--- config.mk ---
export PLATFORM = sky130hd
export DESIGN_NAME = button_debounce_pulse
export DESIGN_NICKNAME = d
export VERILOG_FILES = /design/src/rtl/button_debounce_pulse.sv
export SDC_FILE = /design/constraint.sdc
export NUM_CORES = 1
export LEC_CHECK = 0
export BUFFER_PORTS_ARGS = -buffer_cell sky130_fd_sc_hd__buf_2
export CORE_ASPECT_RATIO = 1.4
export CORE_MARGIN = 2
export CORE_UTILIZATION = 61
export CTS_CLUSTER_DIAMETER = 60
export DETAILED_ROUTE_END_ITERATION = 12
export PLACE_DENSITY_LB_ADDON = 0.12
export SLEW_MARGIN = 20
export SYNTH_ARGS = -nofsm -noshare
export SYNTH_HDL_FRONTEND = slang
export SYNTH_SLANG_ARGS = --single-unit
--- constraint.sdc ---
create_clock -name clk_i -period 2.95 [get_ports clk_i]
set_clock_uncertainty 0.15 [all_clocks]
set_input_delay 0.885 -clock clk_i [delete_from_list [all_inputs] [get_ports clk_i]]
set_output_delay 0.885 -clock clk_i [all_outputs]
set_load 0.1 [all_outputs]
--- src/rtl/button_debounce_pulse.sv ---
`timescale 1ns/1ps
// button_debounce_pulse
//   Conditions one raw pushbutton for the seven-segment counter. The raw
//   input is brought into the clock domain through a two-flop synchronizer.
//   A debounce FSM then accepts a level change only after the synchronized
//   value has been stable long enough. The FSM emits a clean level, a
//   one-cycle press pulse with optional auto-repeat while the button is
//   held, and a one-cycle release pulse.
//
// Ports
//   clk_i          system clock
//   reset_n_i      asynchronous active-low reset (release synchronously)
//   btn_raw_i      raw pushbutton, asynchronous, active high
//   repeat_en_i    auto-repeat enable, quasi-static
//   btn_level_o    debounced level (registered)
//   btn_pulse_o    one-cycle pulse on accepted press and on each repeat
//   btn_release_o  one-cycle pulse on accepted release
module button_debounce_pulse #(
  parameter int DEBOUNCE_CYCLES     = 1000000,
  parameter int REPEAT_DELAY_CYCLES = 50000000,
  parameter int REPEAT_RATE_CYCLES  = 10000000,
  parameter int CNT_WIDTH           = 26
) (
  input  logic clk_i,
  input  logic reset_n_i,
  input  logic btn_raw_i,
  input  logic repeat_en_i,
  output logic btn_level_o,
  output logic btn_pulse_o,
  output logic btn_release_o
);

  localparam logic [CNT_WIDTH-1:0] DEB_LAST   = CNT_WIDTH'(DEBOUNCE_CYCLES - 1);
  localparam logic [CNT_WIDTH-1:0] DELAY_LAST = CNT_WIDTH'(REPEAT_DELAY_CYCLES - 1);
  localparam logic [CNT_WIDTH-1:0] RATE_LAST  = CNT_WIDTH'(REPEAT_RATE_CYCLES - 1);
  localparam logic [CNT_WIDTH-1:0] CNT_ONE    = CNT_WIDTH'(1);

  typedef enum logic [2:0] {
    IDLE        = 3'd0,
    ARM_PRESS   = 3'd1,
    HELD        = 3'd2,
    REPEAT      = 3'd3,
    ARM_RELEASE = 3'd4
  } state_t;

  logic                 btn_p0;
  logic                 btn_p1;
  state_t               state_q;
  state_t               state_d;
  logic [CNT_WIDTH-1:0] cnt_q;
  logic [CNT_WIDTH-1:0] cnt_d;
  logic                 level_d;
  logic                 pulse_d;
  logic                 release_d;

  // Stage p0/p1: two-flop synchronizer; btn_p1 is the only view of the
  // button that the FSM ever uses.
  always_ff @(posedge clk_i or negedge reset_n_i) begin
    if (!reset_n_i) begin
      btn_p0 <= 1'b0;
      btn_p1 <= 1'b0;
    end else begin
      btn_p0 <= btn_raw_i;
      btn_p1 <= btn_p0;
    end
  end

  // Stage p2: debounce / repeat FSM next-state logic. The branch order
  // gives a change of the synchronized button priority over a change of
  // repeat_en_i, and a change of repeat_en_i priority over counter expiry.
  always_comb begin
    state_d   = state_q;
    cnt_d     = cnt_q;
    pulse_d   = 1'b0;
    release_d = 1'b0;
    case (state_q)
      IDLE: begin
        if (btn_p1) begin
          state_d = ARM_PRESS;
          cnt_d   = '0;
        end
      end
      ARM_PRESS: begin
        if (!btn_p1) begin
          state_d = IDLE;
          cnt_d   = '0;
        end else if (cnt_q == DEB_LAST) begin
          state_d = HELD;
          cnt_d   = '0;
          pulse_d = 1'b1;
        end else begin
          cnt_d = cnt_q + CNT_ONE;
        end
      end
      HELD: begin
        if (!btn_p1) begin
          state_d = ARM_RELEASE;
          cnt_d   = '0;
        end else if (repeat_en_i) begin
          if (cnt_q == DELAY_LAST) begin
            state_d = REPEAT;
            cnt_d   = '0;
            pulse_d = 1'b1;
          end else begin
            cnt_d = cnt_q + CNT_ONE;
          end
        end else begin
          // Repeat disabled: the delay does not start until it is enabled.
          cnt_d = '0;
        end
      end
      REPEAT: begin
        if (!btn_p1) begin
          state_d = ARM_RELEASE;
          cnt_d   = '0;
        end else if (!repeat_en_i) begin
          state_d = HELD;
          cnt_d   = '0;
        end else if (cnt_q == RATE_LAST) begin
          cnt_d   = '0;
          pulse_d = 1'b1;
        end else begin
          cnt_d = cnt_q + CNT_ONE;
        end
      end
      ARM_RELEASE: begin
        if (btn_p1) begin
          // Short low glitch while held: back to HELD and restart the delay.
          state_d = HELD;
          cnt_d   = '0;
        end else if (cnt_q == DEB_LAST) begin
          state_d   = IDLE;
          cnt_d     = '0;
          release_d = 1'b1;
        end else begin
          cnt_d = cnt_q + CNT_ONE;
        end
      end
      default: begin
        state_d = IDLE;
        cnt_d   = '0;
      end
    endcase
    // The level follows the state being entered, so it rises together with
    // the press pulse and falls together with the release pulse.
    level_d = (state_d == HELD) || (state_d == REPEAT) || (state_d == ARM_RELEASE);
  end

  // Stage p2 register: FSM state, shared counter and registered outputs.
  always_ff @(posedge clk_i or negedge reset_n_i) begin
    if (!reset_n_i) begin
      state_q       <= IDLE;
      cnt_q         <= '0;
      btn_level_o   <= 1'b0;
      btn_pulse_o   <= 1'b0;
      btn_release_o <= 1'b0;
    end else begin
      state_q       <= state_d;
      cnt_q         <= cnt_d;
      btn_level_o   <= level_d;
      btn_pulse_o   <= pulse_d;
      btn_release_o <= release_d;
    end
  end

endmodule

==> metrics.cfg, run 1 <==
[final_layout]
syn2layout_area_growth_pct = 9.37
nets = 246
layout_commonest_cell = dfrtp_1
register_area_sq_um = 851
drive_gt1_share_pct = 15.7
final.fill_count = 281
antennaDiodeCount = 0
multi_input_area_sq_mm = 0.00111
finalNonFillerCells = 282
layout_common_cells = dfrtp_1 (34), nand2_1 (26), nand3_1 (24), nor2_1 (16), a31oi_1 (14)

[global_routing]
grt_use_total_pct = 28.9
grt_overflow_total = 0
grt_pass1_vias = 1828
antenna_found_initial = 0
grt_pass1_wl_um = 8280
grt_max_degree = 35

[sta]
period_share_pct = 93.6
tightestPinTransition_ns = 0.762
drv_slew = 0
setup_violations = 0
max_freq_mhz = 362
rsz0062_at_grt = no
post-route-min-period_ns = 2.76
hold_viol = 0
setup_tns_ns = 0
relSlewSlack_pct = 49.2

[yosys]
synthArstFlopShare_pct = 100
synth_flop_cell = dfrtp_1
synthAdderAreaFrac_pct = 0.605
yosys.area_share.xor_xnor_pct = 1.27
synth_seq_area_share_pct = 41.1
synth_seq_cells = 34
synth_cells = 231
synth-compound-area-share_pct = 16.9
synth_nets = 236
synth_edf_count = 0
yosys_warnings = 0
synth.area.mux_share_pct = 2.42
syn_area_sq_mm = 0.00207
ys_types = 47
synth.avg_cell_area_sq_um = 8.96
synth_top_family_by_area = simple AND/OR/NAND/NOR gates
yosys.area_share.simple_pct = 32.3

[route]
vias = 1892
drc = 0
first_pass_iters = 4
final_antenna_net_count = 0
drt_iter0_markers = 98
via_per_inst = 6.71
wl_per_cell_um = 18.0
wl_um = 5080

[power_and_ir_drop]
switching_share_pct = 22.7
pwr_density_cell_mw_per_mm2 = 421
max-vdd-ir-drop_mv = 0.490
switchingPower_uw = 216
internal_power_uw = 737
p_leak_uw = 0.000927
p_clk_share_pct = 44.0
p_seq_share_pct = 49.9
pwr-share-comb_pct = 6.1

[die]
row_count = 25
chipWidth_um = 53.2
core_area_sq_mm = 0.00332
start_util_pct = 62.4
io_pins = 7
dieArea_sq_mm = 0.00388
die_y_um = 72.9

[setup_path]
crit_path_max_incr_delay_ns = 0.60
cp_num_buf_inv = 0
crit_fanout = 33
cp_top_family = simple AND/OR/NAND/NOR gates
r2r-end = cnt_q[21]$_DFFE_PN0P_
r2r-start = cnt_q[8]$_DFFE_PN0P_
regToRegSetupSlack_ns = 0.19
endpoint_kind = register
cp_slowest_cell = or4_1
critPathKind = reg -> reg
crit_chain = or4_1 -> nor4b_4 -> nand3_2 -> a22o_4 -> a31o_1 -> a22o_1
crit_arrival_ns = 2.79
startpoint_type = register
rr_worst_depth = 6
cp.required_ns = 2.97

[place]
portBuffers = 6
numPlacedInstances = 274
gp_congestion = 0.931
hpwlAfterDp_um = 3680

[job]
max_cap_violations = 0

[clock_network]
clk_pin_slew_ns = 0.07
cts_sinks = 34
htree_levels = 2
cts-root-buf = clkbuf_8
cts_made_buffers = 5
cts_tree = yes
cts_hold_buffers = 0
insertion_delay_ns = 0.29
clock_path_buffers = 2

[status]
status = finished, final reports clean

[hold_path]
hold_depth = 0
holdCritStartpoint = btn_p0$_DFF_PN0_
whs_endpoint = btn_p1$_DFF_PN0_
hp-class = reg -> reg

==> routing by layer <==
| metal | routed length [um] | GRT usage, % |
|---|---|---|
| met5 | 0 | 0 |
| met4 | 287 | 17.1 |
| met3 | 241 | 4.92 |
| met2 | 2600 | 47.9 |
| met1 | 1950 | 34.0 |
==> stage by stage <==
step                instance area, sq um  power, uW  hold slack (ns)  worst slack (ns)  utilization [%]
detailed placement                  2150        542            0.207             0.187             64.9
global route                        2260        986            0.229            0.0553             68.3
global placement                    2150        539            0.190             0.313             64.9
floorplan                           2070        524            0.181             0.437                -
CTS                                 2260        957            0.223             0.183             68.2
finish                              2260        953            0.216             0.188             68.3
==> sequential cells by signal, summed over array words and instances (netlist names) <==
register / count
cnt_q: 26
btn_release_o: 1
btn_pulse_o: 1
btn_p0: 1
state_q: 3
btn_level_o: 1
btn_p1: 1
==> power by group through the flow <==
stage / combinational, uW / clock, uW / sequential, uW
finish: 58.5 / 419 / 476
global route: 65.1 / 445 / 476
CTS: 57.8 / 424 / 476
detailed placement: 57.8 / 0 / 485
global placement: 55.3 / 0 / 484
floorplan: 41.1 / 0 / 483
==> cell usage after synthesis, types with 3 or more instances <==
cell type,n,share of area (%)
and3_1,4,1.2
nand4_1,10,3.0
o22ai_1,3,0.91
dfrtp_1,34,41
nor3_1,5,1.2
o21a_1,3,1.1
o211ai_1,3,1.1
and2_1,3,0.91
a22o_1,5,2.1
inv_1,9,1.6
nor4_1,5,1.5
o21ai_0,4,0.97
mux2i_1,5,2.4
nand3_1,24,5.8
a21oi_1,4,0.97
a31o_1,3,1.3
buf_2,6,1.5
nor3b_1,3,1.1
buf_6,3,1.6
or4_1,4,1.5
nand2_1,27,4.9
nor2_1,16,2.9
a31oi_1,14,4.2
clkbuf_1,4,0.73
==> worst max-delay path by stage <==
stage                                from               endpoint  slack (ns)  cells past startpoint
finish               cnt_q[8]$_DFFE_PN0P_  cnt_q[21]$_DFFE_PN0P_        0.19                      6
floorplan           cnt_q[20]$_DFFE_PN0P_  cnt_q[17]$_DFFE_PN0P_        0.44                      8
CTS                  cnt_q[8]$_DFFE_PN0P_  cnt_q[13]$_DFFE_PN0P_        0.18                      6
detailed placement   cnt_q[8]$_DFFE_PN0P_  cnt_q[13]$_DFFE_PN0P_        0.19                      6
global placement     cnt_q[8]$_DFFE_PN0P_  cnt_q[13]$_DFFE_PN0P_        0.31                      6
global route         cnt_q[8]$_DFFE_PN0P_  cnt_q[21]$_DFFE_PN0P_        0.06                      6
==> repair_timing <==
action | 4_1_cts | 5_1_grt
setup buffers | 0 | 0
resized for setup | 0 | 1
endpoints found under the setup margin | 0 | 2
==> kinds of logic after synthesis <==
logic type               count (synthesis)
AND/OR/NAND/NOR                        118
AO/OA/AOI/OAI                           48
flip-flops                              34
buffers and inverters                   22
multiplexers                             5
XOR/XNOR                                 3
adder cells (fa/ha/maj)                  1
==> cell type report <==
class | count | area share, %
sequential | 34 | 37.6
multi-input combinational | 175 | 49.3
timing repair buffer | 16 | 4.64
inverter | 9 | 1.49
clock buffer | 5 | 3.04
tap | 40 | 2.21
clock inverter | 3 | 1.77
No activity file was read; power rests on OpenSTA's default activity.
==> run 2, diff against run 1 <==
- CTS_BUF_LIST: default -> sky130_fd_sc_hd__clkbuf_8
- RECOVER_POWER: default -> 25
==> metrics.cfg, run 2 (synthesis gave the netlist of run 1 again) <==
[clock_network]
insertion_delay_ns = 0.29  ; about the same
clock_path_buffers = 2  ; unchanged
cts_tree = yes
cts_made_buffers = 5  ; unchanged
cts_hold_buffers = 0  ; unchanged
cts_sinks = 34  ; unchanged
htree_levels = 2  ; unchanged
cts-root-buf = clkbuf_8
clk_pin_slew_ns = 0.07  ; about the same

[sta]
setup_violations = 0  ; unchanged
fin_ws_ns = 0.188  ; unchanged
period_share_pct = 93.6  ; unchanged
tightestPinTransition_ns = 1.82  ; +1.06 ns
rsz0062_at_grt = no
drv_slew = 35  ; +35
hold_viol = 0  ; unchanged
setup_tns_ns = 0  ; unchanged
relSlewSlack_pct = -21.4  ; -71 points
post-route-min-period_ns = 2.76  ; unchanged
max_freq_mhz = 362  ; unchanged

[place]
hpwlAfterDp_um = 3680  ; unchanged
pre_cts_ws_ns = 0.187  ; unchanged
gp_congestion = 0.931  ; unchanged
portBuffers = 6  ; unchanged

[setup_path]
startpoint_type = register
cp_slowest_cell = or4_1
endpoint_kind = register
crit_chain = or4_1 -> nor4b_4 -> nand3_2 -> a22o_4 -> a31o_1 -> a22o_1
critPathKind = reg -> reg
crit_fanout = 33  ; unchanged
crit_arrival_ns = 2.79  ; about the same
crit_path_max_incr_delay_ns = 0.60  ; about the same
cp.required_ns = 2.97  ; about the same

[die]
chipWidth_um = 53.2  ; unchanged
row_count = 25  ; unchanged
die_y_um = 72.9  ; unchanged
start_util_pct = 62.4  ; unchanged
dieArea_sq_mm = 0.00388  ; unchanged
io_pins = 7  ; unchanged
core_area_sq_mm = 0.00332  ; unchanged

[power_and_ir_drop]
pwr_density_cell_mw_per_mm2 = 421  ; about the same
switching_share_pct = 22.7  ; about the same
p_seq_share_pct = 49.9  ; about the same
p_clk_share_pct = 44.0  ; about the same
switchingPower_uw = 216  ; about the same
max-vdd-ir-drop_mv = 0.490  ; about the same
p_leak_uw = 0.000925  ; -0.30%
internal_power_uw = 736  ; about the same
pwr-share-comb_pct = 6.1  ; about the same

[global_routing]
grt_overflow_total = 0  ; unchanged
use_met3_pct = 4.92  ; unchanged
grt_use_total_pct = 28.9  ; unchanged
grt_max_degree = 35  ; unchanged
antenna_found_initial = 0  ; unchanged
grt-busiest-layer = met2
grtUsageMet1_pct = 34.0  ; unchanged
grt_pass1_wl_um = 8280  ; unchanged
grt_use_met2_pct = 47.9  ; unchanged
grt_pass1_vias = 1828  ; unchanged

[final_layout]
syn2layout_area_growth_pct = 9.31  ; about the same
layout_commonest_cell = dfrtp_1
drive_gt1_share_pct = 15.3  ; -0.41 points
register_area_sq_um = 851  ; unchanged
antennaDiodeCount = 0  ; unchanged
multi_input_area_sq_mm = 0.00111  ; unchanged
final.fill_count = 280  ; -0.36%
reg.largest.list = cnt_q: 26 flops, state_q: 3 flops
top_register = cnt_q
largest_reg_flops = 26  ; unchanged
layout_common_cells = dfrtp_1 (34), nand2_1 (26), nand3_1 (24), nor2_1 (16), a31oi_1 (14)
nets = 246  ; unchanged

[route]
via_per_inst = 6.71  ; about the same
first_pass_iters = 4  ; unchanged
vias = 1893  ; +0.053%
drc = 0  ; unchanged
wl_per_cell_um = 18.0  ; about the same
final_antenna_net_count = 0  ; unchanged
wl_um = 5080  ; about the same
drt_iter0_markers = 98  ; unchanged

[hold_path]
hp-class = reg -> reg

[status]
violations = max-capacitance violations, max-slew violations
status = finished, violations left

[job]
max_cap_violations = 1  ; +1

[run 2: changes by cell type in the layout (fill, tap and decap cells not counted)]
cell      change
buf_2         -1
clkbuf_1      +1
[run 2: path summary, 6_finish.rpt]
path	depth (start not counted)	start	slack (ns)	end
worst max register to register	6	cnt_q[8]$_DFFE_PN0P_	0.19	cnt_q[21]$_DFFE_PN0P_
min in group asynchronous	1	reset_n_i	0.93	cnt_q[7]$_DFFE_PN0P_
worst max-delay path	6	cnt_q[8]$_DFFE_PN0P_	0.19	cnt_q[21]$_DFFE_PN0P_
max in group asynchronous	1	reset_n_i	0.67	cnt_q[9]$_DFFE_PN0P_
worst min register to register	0	btn_p0$_DFF_PN0_	0.22	btn_p1$_DFF_PN0_
worst min-delay path	0	btn_p0$_DFF_PN0_	0.22	btn_p1$_DFF_PN0_
[run 2: area by class of cell]
cell class | count | area share (%)
repair buffers | 16 | 4.59
inverters | 9 | 1.49
clock buffers | 5 | 3.04
flip-flops and latches | 34 | 37.6
well taps | 40 | 2.21
clock inverters | 3 | 1.77
multi-input cells | 175 | 49.3
[run 2: power by group through the flow]
stage	clock network [uW]	registers [uW]	logic, uW
CTS	424	476	57.8
global placement	0	484	55.3
finish	419	476	58.2
global route	445	476	64.8
floorplan	0	483	41.1
detailed placement	0	485	57.8
[run 2: metal layers]
layer	vias to the layer above	share of wire, %	wire length [um]
li1	887	-	-
met1	904	38	1950
met2	77	51	2600
met3	25	4.7	240
met4	0	5.7	287
met5	-	0	0
[run 2: timing repair]
action,CTS,global route
setup buffers,0,0
endpoints found under the setup margin,0,2
resized for setup,0,1
[run 2: through the flow]
stage               power [uW]  cell area, sq um  instances  hold slack, ns  util [%]
finish                     953              2260        282           0.215      68.2
global route               986              2260        282           0.229      68.2
CTS                        957              2260        282           0.223      68.2
detailed placement         542              2150        274           0.207      64.9
global placement           539              2150        274           0.190      64.9
floorplan                  524              2070        231           0.181         -
[run 2: critical path: cells and delay by family, from the launching register on]
| kind | cells | cell delay, ns |
|---|---|---|
| and+or+nand+nor | 3 | 1.15 |
| AOI/OAI and AO/OA | 3 | 0.91 |
| DFF | 1 | 0.44 |
==> run 3, diff against run 2 <==
- CORE_UTILIZATION: 61 -> 58
- clock period: 2.95 -> 2.5 ns (I/O delays scaled with it)
==> metrics.cfg, run 3 (synthesis gave the netlist of run 1 again) <==
[status]
status = finished, violations left
violations = negative setup slack

[final_layout]
layout_common_cells = buf_4 (40), dfrtp_1 (34), nand2_1 (27), nand3_1 (23), nor2_1 (16)
layout_commonest_cell = buf_4
finalNonFillerCells = 317  ; +12%
largest_reg_flops = 26  ; unchanged
nets = 282  ; +15%
reg.largest.list = cnt_q: 26 flops, state_q: 3 flops
register_area_sq_um = 851  ; unchanged
top_register = cnt_q
syn2layout_area_growth_pct = 29.9
antennaDiodeCount = 0  ; unchanged
final.fill_count = 226  ; -19%
drive_gt1_share_pct = 31.8  ; +16 points
multi_input_area_sq_mm = 0.00126  ; +13%
fin_util_pct = 78.8  ; +11 points

[setup_path]
cp.required_ns = 2.52  ; -0.45 ns
regToRegSetupSlack_ns = -0.04  ; -0.23 ns
rr_worst_depth = 8  ; +2
startpoint_type = register
r2r-end = cnt_q[6]$_DFFE_PN0P_
crit_arrival_ns = 2.56  ; -0.23 ns
r2r-start = cnt_q[11]$_DFFE_PN0P_
crit_fanout = 7  ; -79%
critPathKind = reg -> reg
endpoint_kind = register

[die]
io_pins = 7  ; unchanged
dieArea_sq_mm = 0.00407  ; +4.8%
row_count = 25  ; unchanged
start_util_pct = 60.7  ; -1.7 points
chipWidth_um = 54.5  ; +2.4%
core_area_sq_mm = 0.00341  ; +2.8%
die_y_um = 74.7  ; +2.4%

[sta]
setup_violations = 13  ; +13
tightestPinTransition_ns = 0.857  ; -0.964 ns
post-route-min-period_ns = 2.54  ; -0.222 ns
drv_slew = 0  ; -100%
hold_viol = 0  ; unchanged
rsz0062_at_grt = yes
fin_ws_ns = -0.0393  ; -0.228 ns
relSlewSlack_pct = 42.9  ; +64 points
max_freq_mhz = 394  ; +8.8%
period_share_pct = 102  ; +8.0 points

[route]
vias = 2152  ; +14%
final_antenna_net_count = 0  ; unchanged
wl_um = 6120  ; +21%
via_per_inst = 6.79  ; +1.1%
first_pass_iters = 5  ; +1
drc = 0  ; unchanged
wl_per_cell_um = 19.3  ; +7.2%
drt_iter0_markers = 111  ; +13%

[clock_network]
cts_tree = yes
clk_pin_slew_ns = 0.07  ; about the same
clock_path_buffers = 2  ; unchanged
insertion_delay_ns = 0.29  ; about the same
cts_made_buffers = 5  ; unchanged
cts_sinks = 34  ; unchanged
htree_levels = 2  ; unchanged
cts-root-buf = clkbuf_8
cts_hold_buffers = 0  ; unchanged

[hold_path]
holdCritStartpoint = btn_p0$_DFF_PN0_
hold_depth = 0  ; unchanged
whs_endpoint = btn_p1$_DFF_PN0_
hp-class = reg -> reg

[place]
gp_congestion = 0.942  ; +1.2%
hpwlAfterDp_um = 3850  ; +4.5%
portBuffers = 6  ; unchanged
numPlacedInstances = 297  ; +8.4%

[power_and_ir_drop]
pwr_density_cell_mw_per_mm2 = 438  ; +3.9%
max-vdd-ir-drop_mv = 0.422  ; -14%
p_leak_uw = 0.00113  ; +23%

[global_routing]
grt_max_degree = 35  ; unchanged
grt_overflow_total = 0  ; unchanged
grt_use_total_pct = 33.7  ; +4.9 points
grt_pass1_wl_um = 9870  ; +19%
antenna_found_initial = 0  ; unchanged
grt_pass1_vias = 2091  ; +14%

[job]
max_cap_violations = 0  ; -1

run 3: changes by cell type in the layout (fill, tap and decap cells not counted), sizes merged:
cell,change
buf,+34
clkinv,-2
a22o,+1
a31o,+1
clkbuf,+1
run 3: critical path, cell delays in order, from the launching register on:
cell and delay, ns:
dfrtp_1 0.43, or4_4 0.51, nor4_4 0.26, buf_4 0.19, nand3_4 0.11, a22o_4 0.33, buf_6 0.14, a31oi_2 0.19
o22ai_1 0.10
run 3: through the flow:
| stage | hold WS [ns] | total power [uW] | TNS [ns] | setup slack [ns] | instance area [sq um] |
|---|---|---|---|---|---|
| after CTS | 0.203 | 1170 | 0 | 0.00784 | 2590 |
| after global placement | 0.183 | 645 | -0.0446 | -0.0142 | 2330 |
| after floorplan | 0.181 | 618 | 0 | 0.0143 | 2070 |
| after detailed placement | 0.188 | 650 | -1.02 | -0.142 | 2330 |
| final | 0.203 | 1180 | -0.275 | -0.0393 | 2690 |
| after global routing | 0.208 | 1220 | -1.04 | -0.0786 | 2690 |
run 3: per-layer routing:
metal  routed length [um]  vias to the layer above  global-route usage, %
met4                  332                        0                   21.9
met5                    0                        -                      0
met2                 3020                      112                   53.1
met1                 2300                     1034                   40.9
met3                  457                       37                   7.14
li1                     -                      969                      -
run 3: final cells by class:
cell class | count | share of cell area (%)
multi-input combinational | 177 | 47.1
sequential | 34 | 31.7
timing repair buffer | 50 | 14.0
clock buffer | 6 | 3.07
tap | 40 | 1.86
inverter | 9 | 1.26
clock inverter | 1 | 1.12
run 3: power breakdown:
group	total [uW]	leakage, uW	switching [uW]	internal (uW)
sequential	562	0.000467	7.47	555
combinational	97.0	0.000609	58.6	38.3
clock	517	0.0000573	199	319
run 3: how the worst max path moves through the flow:
stage	startpoint	to	slack, ns	cells past startpoint
final	cnt_q[11]$_DFFE_PN0P_	cnt_q[6]$_DFFE_PN0P_	-0.04	8
after CTS	cnt_q[0]$_DFFE_PN0P_	cnt_q[24]$_DFFE_PN0P_	0.008	8
after global placement	cnt_q[10]$_DFFE_PN0P_	cnt_q[10]$_DFFE_PN0P_	-0.01	7
after floorplan	cnt_q[15]$_DFFE_PN0P_	cnt_q[17]$_DFFE_PN0P_	0.01	7
after detailed placement	cnt_q[8]$_DFFE_PN0P_	cnt_q[22]$_DFFE_PN0P_	-0.14	7
after global routing	cnt_q[15]$_DFFE_PN0P_	cnt_q[2]$_DFFE_PN0P_	-0.08	8
run 3: what timing repair did:
item                       4_1_cts  5_1_grt
resized for setup               12       11
setup endpoints to repair       23       24
gates cloned                     2        0
buffers inserted                 7        4
pin swaps                        6        8
